**config.mk**
```make
export PLATFORM = sky130hd
export DESIGN_NAME = calc_adder_arbiter
export DESIGN_NICKNAME = d
export VERILOG_FILES = /design/src/rtl/calc_adder_arbiter.sv
export SDC_FILE = /design/constraint.sdc
export NUM_CORES = 1
export LEC_CHECK = 0
export ABC_AREA = 1
export BUFFER_PORTS_ARGS = -buffer_cell sky130_fd_sc_hd__buf_2
export CAP_MARGIN = 20
export CORE_MARGIN = 1
export CORE_UTILIZATION = 45
export DETAILED_ROUTE_END_ITERATION = 8
export GPL_ROUTABILITY_DRIVEN = 0
export PLACE_DENSITY = 0.73
export SETUP_SLACK_MARGIN = 0.2
export SLEW_MARGIN = 20
export SYNTH_ARGS = -nofsm -noshare
export SYNTH_HDL_FRONTEND = slang
export SYNTH_SLANG_ARGS = --single-unit
```
**constraint.sdc**
```tcl
create_clock -name clk -period 3.7 [get_ports clk]
set_clock_uncertainty 0.15 [all_clocks]
set_input_delay 0.37 -clock clk [delete_from_list [all_inputs] [get_ports clk]]
set_output_delay 0.37 -clock clk [all_outputs]
set_load 0.01 [all_outputs]
```
**src/rtl/calc_adder_arbiter.sv**
```systemverilog
// -----------------------------------------------------------------------------
// calc_adder_arbiter
//
// Round-robin scheduler that shares one multi-cycle adder (4-bit operands,
// 8-bit sign-extended sum, start/done handshake) between two requesters of
// the calculator datapath. Operands of the granted requester are captured at
// the handshake, a one-cycle start pulse is issued, and the adder's sum is
// returned to the owner as a one-cycle response pulse. A watchdog aborts the
// operation with rsp_err if the adder never reports done.
//
// Ports
//   clk, rst                 clock (posedge), synchronous active-high reset
//   req0_valid/a/b, req0_ready   requester 0 request channel
//   req1_valid/a/b, req1_ready   requester 1 request channel
//   rsp0_valid, rsp1_valid   one-cycle response pulses per requester
//   rsp_sum, rsp_err         shared response payload (err = timeout)
//   adder_start/a/b          command to the shared adder
//   adder_done, adder_sum    result from the shared adder
//   busy                     high whenever the scheduler is not idle
//   grant_id                 requester owning the current or last operation
// -----------------------------------------------------------------------------
module calc_adder_arbiter #(
   parameter int TIMEOUT = 8,
   parameter int CW      = 8
) (
   input  logic        clk,
   input  logic        rst,

   input  logic        req0_valid,
   input  logic [3:0]  req0_a,
   input  logic [3:0]  req0_b,
   output logic        req0_ready,
   output logic        rsp0_valid,

   input  logic        req1_valid,
   input  logic [3:0]  req1_a,
   input  logic [3:0]  req1_b,
   output logic        req1_ready,
   output logic        rsp1_valid,

   output logic [7:0]  rsp_sum,
   output logic        rsp_err,

   output logic        adder_start,
   output logic [3:0]  adder_a,
   output logic [3:0]  adder_b,
   input  logic        adder_done,
   input  logic [7:0]  adder_sum,

   output logic        busy,
   output logic        grant_id
);

   typedef enum logic [1:0] {
      S_IDLE  = 2'd0,
      S_ISSUE = 2'd1,
      S_WAIT  = 2'd2,
      S_RESP  = 2'd3
   } state_t;

   localparam logic [CW-1:0] CNT_LAST = CW'(TIMEOUT - 1);

   state_t          state_q;
   logic            last_grant_q;
   logic            grant_id_q;
   logic            adder_start_q;
   logic [3:0]      adder_a_q;
   logic [3:0]      adder_b_q;
   logic            rsp0_valid_q;
   logic            rsp1_valid_q;
   logic [7:0]      rsp_sum_q;
   logic            rsp_err_q;
   logic [CW-1:0]   cnt_q;
   logic [CW-1:0]   cnt_d;

   logic            gnt_sel;
   logic            idle_open;
   logic            xfer;

   // On a tie the requester that did not own the last operation wins;
   // otherwise the single valid requester is selected.
   always_comb begin
      gnt_sel    = (req0_valid && req1_valid) ? ~last_grant_q : req1_valid;
      idle_open  = (state_q == S_IDLE) && !rst;
      req0_ready = idle_open && req0_valid && !gnt_sel;
      req1_ready = idle_open && req1_valid &&  gnt_sel;
      xfer       = req0_ready || req1_ready;
      cnt_d      = cnt_q + 1'b1;
   end

   always_ff @(posedge clk) begin
      if (rst) begin
         state_q       <= S_IDLE;
         last_grant_q  <= 1'b1;
         grant_id_q    <= 1'b0;
         adder_start_q <= 1'b0;
         adder_a_q     <= '0;
         adder_b_q     <= '0;
         rsp0_valid_q  <= 1'b0;
         rsp1_valid_q  <= 1'b0;
         rsp_sum_q     <= '0;
         rsp_err_q     <= 1'b0;
         cnt_q         <= '0;
      end else begin
         // Pulse outputs default low; they are raised for exactly one cycle.
         adder_start_q <= 1'b0;
         rsp0_valid_q  <= 1'b0;
         rsp1_valid_q  <= 1'b0;

         case (state_q)
            S_IDLE: begin
               if (xfer) begin
                  adder_a_q     <= gnt_sel ? req1_a : req0_a;
                  adder_b_q     <= gnt_sel ? req1_b : req0_b;
                  grant_id_q    <= gnt_sel;
                  last_grant_q  <= gnt_sel;
                  adder_start_q <= 1'b1;
                  state_q       <= S_ISSUE;
               end
            end

            // adder_start is high during this state; any done level seen
            // here belongs to the previous operation and is ignored.
            S_ISSUE: begin
               cnt_q   <= '0;
               state_q <= S_WAIT;
            end

            S_WAIT: begin
               if (adder_done) begin
                  rsp_sum_q    <= adder_sum;
                  rsp_err_q    <= 1'b0;
                  rsp0_valid_q <= ~grant_id_q;
                  rsp1_valid_q <=  grant_id_q;
                  state_q      <= S_RESP;
               end else if (cnt_q == CNT_LAST) begin
                  rsp_sum_q    <= '0;
                  rsp_err_q    <= 1'b1;
                  rsp0_valid_q <= ~grant_id_q;
                  rsp1_valid_q <=  grant_id_q;
                  state_q      <= S_RESP;
               end else begin
                  cnt_q <= cnt_d;
               end
            end

            // Response pulse is visible during this state; no request is
            // accepted until the return to IDLE.
            S_RESP: begin
               state_q <= S_IDLE;
            end

            default: state_q <= S_IDLE;
         endcase
      end
   end

   assign rsp0_valid  = rsp0_valid_q;
   assign rsp1_valid  = rsp1_valid_q;
   assign rsp_sum     = rsp_sum_q;
   assign rsp_err     = rsp_err_q;
   assign adder_start = adder_start_q;
   assign adder_a     = adder_a_q;
   assign adder_b     = adder_b_q;
   assign busy        = (state_q != S_IDLE);
   assign grant_id    = grant_id_q;

endmodule

```
==> impl_metrics.prom, run 1 <==
# TYPE chip_impl_metric gauge
chip_impl_info{name="outcome",value="completed"} 1
chip_impl_metric{name="post-cts-setup-buffer-count",unit=""} 0
chip_impl_metric{name="multi_input_comb_area",unit="um^2"} 792.0
chip_impl_info{name="clock_tree_from_tritoncts",value="built"} 1
chip_impl_metric{name="synth_seq_cells",unit=""} 32
chip_impl_metric{name="cts_buffers",unit=""} 5
chip_impl_metric{name="post_route_cells_drive_above_1_share",unit=""} 0.3040
chip_impl_info{name="critical_path.reg2reg.startpoint",value="state_q[0]$_SDFFE_PP0P_"} 1
chip_impl_metric{name="chipWidth",unit="um"} 60.39
chip_impl_info{name="post-synth-top-count-cell",value="sky130_fd_sc_hd__nand2_1"} 1
chip_impl_metric{name="routed_via_density",unit=""} 4.662
chip_impl_metric{name="syn_nets",unit=""} 251
chip_impl_metric{name="ff2ff_path_depth",unit=""} 8
chip_impl_metric{name="area_share_of_the_leading_cell_type_in_the_synthesized_netlist",unit=""} 0.4176
chip_impl_info{name="critical_path.endpoint_type",value="output pin"} 1
chip_impl_metric{name="worst-path-max-fanout",unit=""} 3
chip_impl_metric{name="coreArea",unit="um^2"} 3153
chip_impl_metric{name="setup_slack",unit="ps"} 1603
chip_impl_metric{name="dr_total_vias",unit=""} 1478
chip_impl_metric{name="placement.setup.worst_slack",unit="ps"} 1865
chip_impl_metric{name="grt_first_pass_wirelength",unit="um"} 5223
chip_impl_metric{name="cts_max_level",unit=""} 2
chip_impl_metric{name="post_synth_inst_count",unit=""} 217
chip_impl_metric{name="setup_total_negative_slack",unit="ps"} 0
chip_impl_metric{name="antenna_cells",unit=""} 0
chip_impl_metric{name="clock_insertion_delay_worst_skew",unit="ps"} 350
chip_impl_metric{name="num_rows",unit=""} 20
chip_impl_metric{name="final_worst_hold_slack",unit="ps"} 99.76
chip_impl_metric{name="vdd_drop_max",unit="V"} 0.0003019
chip_impl_metric{name="syn_area_per_cell",unit="um^2"} 7.069
chip_impl_metric{name="tightest_slew",unit="ps"} 408.9
chip_impl_metric{name="drt_drc_violations_left",unit=""} 0
chip_impl_metric{name="floorplan.initialDensity",unit=""} 0.4865
chip_impl_metric{name="clock_tree.buffer_depth",unit=""} 2
chip_impl_metric{name="detail_route.wl_per_cell",unit="um"} 10.37
chip_impl_info{name="hp-class",value="in2reg"} 1
chip_impl_info{name="path_cells",value="inv_1, ha_1, nand2_4, nor2_4, inv_2, nor2_1, buf_2"} 1
chip_impl_info{name="netlist.top_cell.by_area",value="sky130_fd_sc_hd__dfxtp_1"} 1
chip_impl_metric{name="ctsResizeCount",unit=""} 0
chip_impl_metric{name="portBuffers",unit=""} 52
chip_impl_metric{name="number_of_global_route_vias_before_repair",unit=""} 1260
chip_impl_metric{name="worstHoldPathCells",unit=""} 3
chip_impl_metric{name="overflow",unit=""} 0
chip_impl_metric{name="detailed_route_iter0_violations",unit=""} 74
chip_impl_metric{name="layout_worst_path_cycle_share",unit=""} 0.5668
chip_impl_metric{name="synth-edff-count",unit=""} 0
chip_impl_metric{name="synth.yosys.seq_area_share",unit=""} 0.4176
chip_impl_info{name="criticalPathCategory",value="reg2out"} 1
chip_impl_metric{name="number_of_nets_with_antenna_violations_after_routing",unit=""} 0
chip_impl_metric{name="ff_latch_area",unit="um^2"} 640.6
chip_impl_info{name="endpoint_of_the_lowest_slack_register_to_register_path",value="cnt_q[1]$_SDFFE_PP0P_"} 1
chip_impl_metric{name="yosys_warnings",unit=""} 0
chip_impl_metric{name="layout.nets",unit=""} 306
chip_impl_info{name="top_cells_by_area_in_the_synthesized_netlist",value="sky130_fd_sc_hd__dfxtp_1, sky130_fd_sc_hd__nand2_1, sky130_fd_sc_hd__nor2_1, sky130_fd_sc_hd__ha_1, sky130_fd_sc_hd__a21oi_1"} 1
chip_impl_metric{name="report.final.slew_viol_count",unit=""} 0
chip_impl_metric{name="route.final.wire_length",unit="um"} 3287
chip_impl_metric{name="p_leak",unit="nW"} 0.9582
chip_impl_metric{name="crit_path_max_incr_delay",unit="ps"} 340
chip_impl_metric{name="area_enclosed_by_the_die_boundary",unit="um^2"} 3646
chip_impl_metric{name="initial_antenna_violation_count",unit=""} 0
chip_impl_metric{name="grt_max_degree",unit=""} 18
chip_impl_info{name="holdPathEnd",value="rsp_sum[3]$_SDFFE_PP0P_"} 1
chip_impl_metric{name="post-dp-hpwl",unit="um"} 2436
chip_impl_metric{name="final_hold_viol_count",unit=""} 0
chip_impl_metric{name="layout.core_utilization",unit=""} 0.6056
chip_impl_metric{name="post-route-min-period",unit="ps"} 2097
chip_impl_metric{name="drv_cap",unit=""} 0
chip_impl_metric{name="first_pass_iters",unit=""} 4
chip_impl_metric{name="worst_reg2reg_setup_slack",unit="ps"} 1970
chip_impl_metric{name="die-height",unit="um"} 60.39
chip_impl_metric{name="cts.hold.buffers_added",unit=""} 0
chip_impl_metric{name="path_clk_slew",unit="ps"} 110
chip_impl_info{name="setup.worst_path.start_class",value="flop"} 1
chip_impl_metric{name="relSlewSlack",unit=""} 0.7274
chip_impl_metric{name="fillCellCount",unit=""} 307
chip_impl_info{name="cts_root_buf",value="sky130_fd_sc_hd__clkbuf_4"} 1
chip_impl_metric{name="worst-endpoint-arrival",unit="ps"} 1580
chip_impl_metric{name="track_usage",unit=""} 0.1945
chip_impl_metric{name="clock.fmax",unit="GHz"} 0.4768
chip_impl_metric{name="layout-area-overhead-vs-synth",unit="%"} 24.47
chip_impl_metric{name="setup-violations-final",unit=""} 0
chip_impl_metric{name="clock_sinks",unit=""} 32
chip_impl_metric{name="power.density",unit="nW/um^2"} 541.2
chip_impl_metric{name="synth.cell_area",unit="um^2"} 1534
chip_impl_info{name="rsz0062_at_grt",value="false"} 1
chip_impl_info{name="synth_common_cells",value="sky130_fd_sc_hd__nand2_1, sky130_fd_sc_hd__dfxtp_1, sky130_fd_sc_hd__nor2_1, sky130_fd_sc_hd__inv_1, sky130_fd_sc_hd__a21oi_1"} 1
chip_impl_metric{name="asyncSetResetFlopFracSynth",unit=""} 0
chip_impl_info{name="timing.critical_path.slowest_stage_cell",value="sky130_fd_sc_hd__dfxtp_1"} 1
chip_impl_metric{name="number_of_ports_placed_on_the_die_boundary",unit=""} 53
chip_impl_metric{name="ys_types",unit=""} 27
chip_impl_metric{name="critical_path_required",unit="ps"} 3180
chip_impl_info{name="hold_path.startpoint",value="adder_sum[3]"} 1
chip_impl_info{name="yosys_most_used_dff",value="sky130_fd_sc_hd__dfxtp_1"} 1
## critical path: cells and delay by family, from the launching register on
| kind | cells | cell delay, ps |
|---|---|---|
| adders and majority gates | 1 | 260 |
| buffers and inverters | 3 | 280 |
| DFF | 1 | 340 |
| and+or+nand+nor | 3 | 340 |
## placed cells by master (no fill, tap or decap), types with 2 or more instances in the layout
cell                        n
sky130_fd_sc_hd__o21ai_0    3
sky130_fd_sc_hd__nor2_2     4
sky130_fd_sc_hd__inv_1     13
sky130_fd_sc_hd__a21oi_1   12
sky130_fd_sc_hd__nor3_1     2
sky130_fd_sc_hd__nor2_4     2
sky130_fd_sc_hd__nand2_2    6
sky130_fd_sc_hd__ha_1       5
sky130_fd_sc_hd__nand3_1    6
sky130_fd_sc_hd__dfxtp_1   32
sky130_fd_sc_hd__clkbuf_4   5
sky130_fd_sc_hd__buf_2     52
sky130_fd_sc_hd__o21ai_1   10
sky130_fd_sc_hd__inv_2      7
sky130_fd_sc_hd__nand3b_1   2
sky130_fd_sc_hd__nand4_1    3
sky130_fd_sc_hd__nand2_1   74
sky130_fd_sc_hd__nor2_1    24
## power by group
part	switching [mW]	internal, mW	total (mW)	leakage [nW]
Sequential	0.0270	0.397	0.424	0.261
Clock	0.129	0.141	0.270	0.0412
Combinational	0.211	0.129	0.339	0.656
Total	0.367	0.666	1.03	0.958
## sequential cells by signal (all words and copies together) (netlist names)
name	cells
rsp1_valid	1
grant_id	1
rsp_err	1
adder_a	4
last_grant_q	1
adder_start	1
cnt_q	8
rsp0_valid	1
rsp_sum	8
state_q	2
adder_b	4
## routing by layer
layer  up-vias  track usage  part of all wire
li1        798            -                 -
met1       637       0.2345              0.49
met2        36       0.3171              0.44
met3         7      0.05757             0.049
met4         0      0.09302             0.020
met5         -            0                 0
## metrics by stage
| step | total power [mW] | instances | instance area, um^2 |
|---|---|---|---|
| global placement | 0.7711 | 309 | 1829 |
| global route | 1.109 | 317 | 1909 |
| floorplan | 0.6698 | 217 | 1534 |
| CTS | 1.042 | 317 | 1909 |
| detailed placement | 0.7738 | 309 | 1829 |
| finish | 1.033 | 317 | 1909 |
## cell families (layout without fill, tap and decap cells)
logic type,count (synthesis),in the layout,synth area share
AOI/OAI and AO/OA,27,27,0.09054
adders and majority gates,5,5,0.04078
and+or+nand+nor,127,127,0.3793
xor gates and xnor gates,1,1,0.005711
DFF,32,32,0.4176
buffers and inverters,25,81,0.06608
## cell type report
| type | instances | share of cell area |
|---|---|---|
| clock buffers | 5 | 0.01966 |
| clock inverters | 3 | 0.02228 |
| inverters | 21 | 0.04260 |
| multi-input cells | 160 | 0.4148 |
| flip-flops and latches | 32 | 0.3355 |
| well taps | 44 | 0.02883 |
| repair buffers | 52 | 0.1363 |
## how the worst max path moves through the flow
stage | from | endpoint | slack, ps
6_report | state_q[0]$_SDFFE_PP0P_ | req0_ready | 1600
2_1_floorplan | state_q[0]$_SDFFE_PP0P_ | req0_ready | 2090
3_5_place_dp | rst | req0_ready | 1860
5_1_grt | state_q[0]$_SDFFE_PP0P_ | req0_ready | 1460
3_3_place_gp | rst | req0_ready | 1890
4_1_cts | state_q[0]$_SDFFE_PP0P_ | req0_ready | 1570
Note: power is estimated with default switching activity, not from simulation.
==> run 2: changes to the inputs <==
--- a/config.mk
+++ b/config.mk
@@ -5,14 +5,14 @@
 export SDC_FILE = /design/constraint.sdc
 export NUM_CORES = 1
 export LEC_CHECK = 0
-export ABC_AREA = 1
+export ABC_AREA = 0
 export BUFFER_PORTS_ARGS = -buffer_cell sky130_fd_sc_hd__buf_2
 export CAP_MARGIN = 20
 export CORE_MARGIN = 1
 export CORE_UTILIZATION = 45
 export DETAILED_ROUTE_END_ITERATION = 8
 export GPL_ROUTABILITY_DRIVEN = 0
-export PLACE_DENSITY = 0.73
+export PLACE_DENSITY = 0.74
 export SETUP_SLACK_MARGIN = 0.2
 export SLEW_MARGIN = 20
 export SYNTH_ARGS = -nofsm -noshare
==> constraint.sdc (replaced) <==
create_clock -name clk -period 2.05 [get_ports clk]
set_clock_uncertainty 0.15 [all_clocks]
set_input_delay 0.205 -clock clk [delete_from_list [all_inputs] [get_ports clk]]
set_output_delay 0.205 -clock clk [all_outputs]
set_load 0.01 [all_outputs]
==> impl_metrics.prom, run 2 <==
# TYPE chip_impl_metric gauge
chip_impl_metric{name="grt_first_pass_wirelength",unit="um"} 5733
chip_impl_metric{name="drv_cap",unit=""} 0
chip_impl_info{name="post-synth-top-count-cell",value="sky130_fd_sc_hd__dfxtp_1"} 1
chip_impl_info{name="hold_path.startpoint",value="req0_a[1]"} 1
chip_impl_metric{name="placement.setup.worst_slack",unit="ps"} 251.9
chip_impl_info{name="hp-class",value="in2reg"} 1
chip_impl_metric{name="yosys_warnings",unit=""} 0
chip_impl_metric{name="compound_gate_portion_of_the_synthesized_area",unit=""} 0.2362
chip_impl_metric{name="detail_route.wl_per_cell",unit="um"} 13.60
chip_impl_info{name="criticalPathCategory",value="reg2reg"} 1
chip_impl_metric{name="synth-adder-area-share",unit=""} 0.04456
chip_impl_info{name="clock_tree_from_tritoncts",value="built"} 1
chip_impl_metric{name="use_met3",unit=""} 0.07813
chip_impl_metric{name="ff2ff_path_depth",unit=""} 5
chip_impl_metric{name="post-dp-hpwl",unit="um"} 2408
chip_impl_info{name="synth_top_family_by_area",value="compound AO/OA/AOI/OAI gates"} 1
chip_impl_metric{name="ff_latch_area",unit="um^2"} 640.6
chip_impl_info{name="top_cells_by_area_in_the_synthesized_netlist",value="sky130_fd_sc_hd__dfxtp_1, sky130_fd_sc_hd__mux2i_1, sky130_fd_sc_hd__a211oi_1, sky130_fd_sc_hd__a22o_1, sky130_fd_sc_hd__nor2_1"} 1
chip_impl_info{name="holdPathEnd",value="adder_a[1]$_SDFFE_PP0P_"} 1
chip_impl_metric{name="clock_tree.buffer_depth",unit=""} 2
chip_impl_metric{name="layout_worst_path_cycle_share",unit=""} 0.8713
chip_impl_info{name="synth_common_cells",value="sky130_fd_sc_hd__dfxtp_1, sky130_fd_sc_hd__nor2_1, sky130_fd_sc_hd__a211oi_1, sky130_fd_sc_hd__mux2i_1"} 1
chip_impl_metric{name="detailed_route_iter0_violations",unit=""} 40
chip_impl_metric{name="area_share_of_the_leading_cell_type_in_the_synthesized_netlist",unit=""} 0.4563
chip_impl_metric{name="p_leak",unit="nW"} 0.8885
chip_impl_metric{name="power",unit="mW"} 1.957
chip_impl_metric{name="path_clk_slew",unit="ps"} 100
chip_impl_info{name="path_cells",value="ha_1, nand3b_1, o21ai_4, nor3_1, o31a_1"} 1
chip_impl_metric{name="final_hold_viol_count",unit=""} 0
chip_impl_metric{name="worst-path-max-fanout",unit=""} 7
chip_impl_metric{name="chipWidth",unit="um"} 57.86
chip_impl_info{name="timing.critical_path.slowest_stage_cell",value="sky130_fd_sc_hd__dfxtp_1"} 1
chip_impl_metric{name="routed_via_density",unit=""} 5.500
chip_impl_metric{name="worst-endpoint-arrival",unit="ps"} 1870
chip_impl_info{name="cts_root_buf",value="sky130_fd_sc_hd__clkbuf_4"} 1
chip_impl_metric{name="initial_antenna_violation_count",unit=""} 0
chip_impl_metric{name="num_rows",unit=""} 19
chip_impl_metric{name="fillCellCount",unit=""} 230
chip_impl_metric{name="area_enclosed_by_the_die_boundary",unit="um^2"} 3347
chip_impl_metric{name="clock_insertion_delay_worst_skew",unit="ps"} 330
chip_impl_metric{name="coreArea",unit="um^2"} 2853
chip_impl_metric{name="final_worst_hold_slack",unit="ps"} 50.88
chip_impl_metric{name="antenna_cells",unit=""} 0
chip_impl_metric{name="route.final.wire_length",unit="um"} 3372
chip_impl_metric{name="syn_nets",unit=""} 180
chip_impl_metric{name="first_pass_iters",unit=""} 8
chip_impl_metric{name="layout.nets",unit=""} 250
chip_impl_metric{name="synth.area.mux_share",unit=""} 0.06417
chip_impl_info{name="yosys_most_used_dff",value="sky130_fd_sc_hd__dfxtp_1"} 1
chip_impl_metric{name="report.final.slew_viol_count",unit=""} 0
chip_impl_info{name="failed_checks",value="design-rule violations"} 1
chip_impl_metric{name="synth-edff-count",unit=""} 0
chip_impl_metric{name="synth_seq_cells",unit=""} 32
chip_impl_metric{name="post-route-min-period",unit="ps"} 1786
chip_impl_info{name="setup.worst_path.start_class",value="flop"} 1
chip_impl_metric{name="setup_slack",unit="ps"} 263.8
chip_impl_metric{name="dr_total_vias",unit=""} 1364
chip_impl_metric{name="portBuffers",unit=""} 52
chip_impl_metric{name="placedInstanceArea",unit="um^2"} 1718
chip_impl_metric{name="number_of_nets_with_antenna_violations_after_routing",unit=""} 0
chip_impl_metric{name="synth.yosys.seq_area_share",unit=""} 0.4563
chip_impl_metric{name="post_route_cells_drive_above_1_share",unit=""} 0.3548
chip_impl_metric{name="relSlewSlack",unit=""} 0.6797
chip_impl_metric{name="synth_simple_gate_area_frac",unit=""} 0.1631
chip_impl_metric{name="cts_buffers",unit=""} 5
chip_impl_metric{name="die-height",unit="um"} 57.86
chip_impl_info{name="netlist.top_cell.by_area",value="sky130_fd_sc_hd__dfxtp_1"} 1
chip_impl_metric{name="drt_drc_violations_left",unit=""} 1
chip_impl_metric{name="worstHoldPathCells",unit=""} 3
chip_impl_metric{name="ys_types",unit=""} 38
chip_impl_metric{name="yosys.area_share.xor_xnor",unit=""} 0.006239
chip_impl_metric{name="asyncSetResetFlopFracSynth",unit=""} 0
chip_impl_metric{name="overflow",unit=""} 0
chip_impl_metric{name="track_usage",unit=""} 0.2252
chip_impl_metric{name="worst_reg2reg_setup_slack",unit="ps"} 260
chip_impl_metric{name="cts_max_level",unit=""} 2
chip_impl_info{name="critical_path.reg2reg.startpoint",value="cnt_q[0]$_SDFFE_PP0P_"} 1
chip_impl_info{name="mostFrequentLayoutCells",value="sky130_fd_sc_hd__buf_2, sky130_fd_sc_hd__dfxtp_1, sky130_fd_sc_hd__nor2_1"} 1
chip_impl_metric{name="clock_sinks",unit=""} 32
chip_impl_info{name="rsz0062_at_grt",value="true"} 1
chip_impl_metric{name="setup-violations-final",unit=""} 0
chip_impl_metric{name="critical_path_required",unit="ps"} 2130
chip_impl_metric{name="number_of_global_route_vias_before_repair",unit=""} 1305
chip_impl_metric{name="placedCellCount",unit=""} 229
chip_impl_info{name="mostFrequentLayoutCell",value="sky130_fd_sc_hd__buf_2"} 1
chip_impl_metric{name="floorplan.initialDensity",unit=""} 0.4921
chip_impl_metric{name="layout.core_utilization",unit=""} 0.6706
chip_impl_metric{name="clock.fmax",unit="GHz"} 0.5598
chip_impl_metric{name="syn_area_per_cell",unit="um^2"} 9.615
chip_impl_metric{name="final_cells",unit=""} 248
chip_impl_info{name="critical_path.endpoint_type",value="flop"} 1
chip_impl_metric{name="finalInstanceArea",unit="um^2"} 1913
chip_impl_metric{name="post_synth_inst_count",unit=""} 146
chip_impl_metric{name="grt_max_degree",unit=""} 22
chip_impl_metric{name="synth.cell_area",unit="um^2"} 1404
chip_impl_metric{name="number_of_ports_placed_on_the_die_boundary",unit=""} 53
chip_impl_metric{name="vdd_drop_max",unit="V"} 0.0006622
chip_impl_metric{name="multi_input_comb_area",unit="um^2"} 735.7
chip_impl_metric{name="gr-usage-met1",unit=""} 0.2650
chip_impl_metric{name="setup_total_negative_slack",unit="ps"} 0
chip_impl_info{name="outcome",value="finished with violations"} 1
chip_impl_info{name="endpoint_of_the_lowest_slack_register_to_register_path",value="cnt_q[5]$_SDFFE_PP0P_"} 1
chip_impl_metric{name="power.density",unit="nW/um^2"} 1023
chip_impl_metric{name="tightest_slew",unit="ps"} 475.5
chip_impl_info{name="global_route.peak_usage_layer",value="met2"} 1
chip_impl_metric{name="crit_path_max_incr_delay",unit="ps"} 410
chip_impl_metric{name="layout-area-overhead-vs-synth",unit="%"} 36.27
chip_impl_metric{name="use_met2",unit=""} 0.3793
[run 2: cells by family (layout without fill, tap and decap cells)]
| family | count (synthesis) | in the layout |
|---|---|---|
| AOI/OAI and AO/OA | 42 | 42 |
| xor gates and xnor gates | 1 | 1 |
| adders and majority gates | 5 | 5 |
| buffers and inverters | 10 | 81 |
| DFF | 32 | 32 |
| muxes | 9 | 9 |
| and+or+nand+nor | 47 | 47 |
[run 2: timing repair]
action / CTS / global route
hold buffers: 9 / 0
endpoints found under the setup margin: 0 / 13
endpoints found under the hold margin: 9 / 0
gates resized for setup: 0 / 5
setup buffers: 0 / 2
[run 2: layout make-up]
class                           count  share of cell area
Clock buffer                        6             0.02158
Clock inverter                      2             0.01831
Inverter                            5            0.009810
Multi-Input combinational cell    104              0.3846
Sequential cell                    32              0.3349
Tap cell                           31             0.02027
Timing Repair Buffer               68              0.2106
[run 2: worst max-delay path by stage]
stage                     cells past startpoint  slack, ps               startpoint                 endpoint
after floorplan                               7        290  state_q[0]$_SDFFE_PP0P_  adder_a[2]$_SDFFE_PP0P_
after global placement                        4        310    cnt_q[7]$_SDFFE_PP0P_    cnt_q[5]$_SDFFE_PP0P_
after detailed placement                      4        250    cnt_q[7]$_SDFFE_PP0P_    cnt_q[5]$_SDFFE_PP0P_
after CTS                                     5        230  state_q[1]$_SDFFE_PP0P_               req0_ready
after global routing                          5        160    cnt_q[0]$_SDFFE_PP0P_  state_q[0]$_SDFFE_PP0P_
final                                         5        260    cnt_q[0]$_SDFFE_PP0P_    cnt_q[5]$_SDFFE_PP0P_
[run 2: metal layers]
layer / routed length (um) / part of all wire
met5: 0 / 0
met4: 59 / 0.017
met3: 181 / 0.054
met2: 1709 / 0.51
met1: 1420 / 0.42
[run 2: critical path, delay by kind of cell, from the launching register on]
family | cells | cell delay [ps]
AO/OA/AOI/OAI | 2 | 560
flip-flops | 1 | 410
AND/OR/NAND/NOR | 2 | 290
adder cells (fa/ha/maj) | 1 | 270
[run 2: power breakdown]
| part | total, mW | internal [mW] | switching (mW) |
|---|---|---|---|
| sequential | 0.788 | 0.725 | 0.0621 |
| combinational | 0.700 | 0.308 | 0.392 |
| clock | 0.469 | 0.256 | 0.214 |
| total | 1.96 | 1.29 | 0.668 |
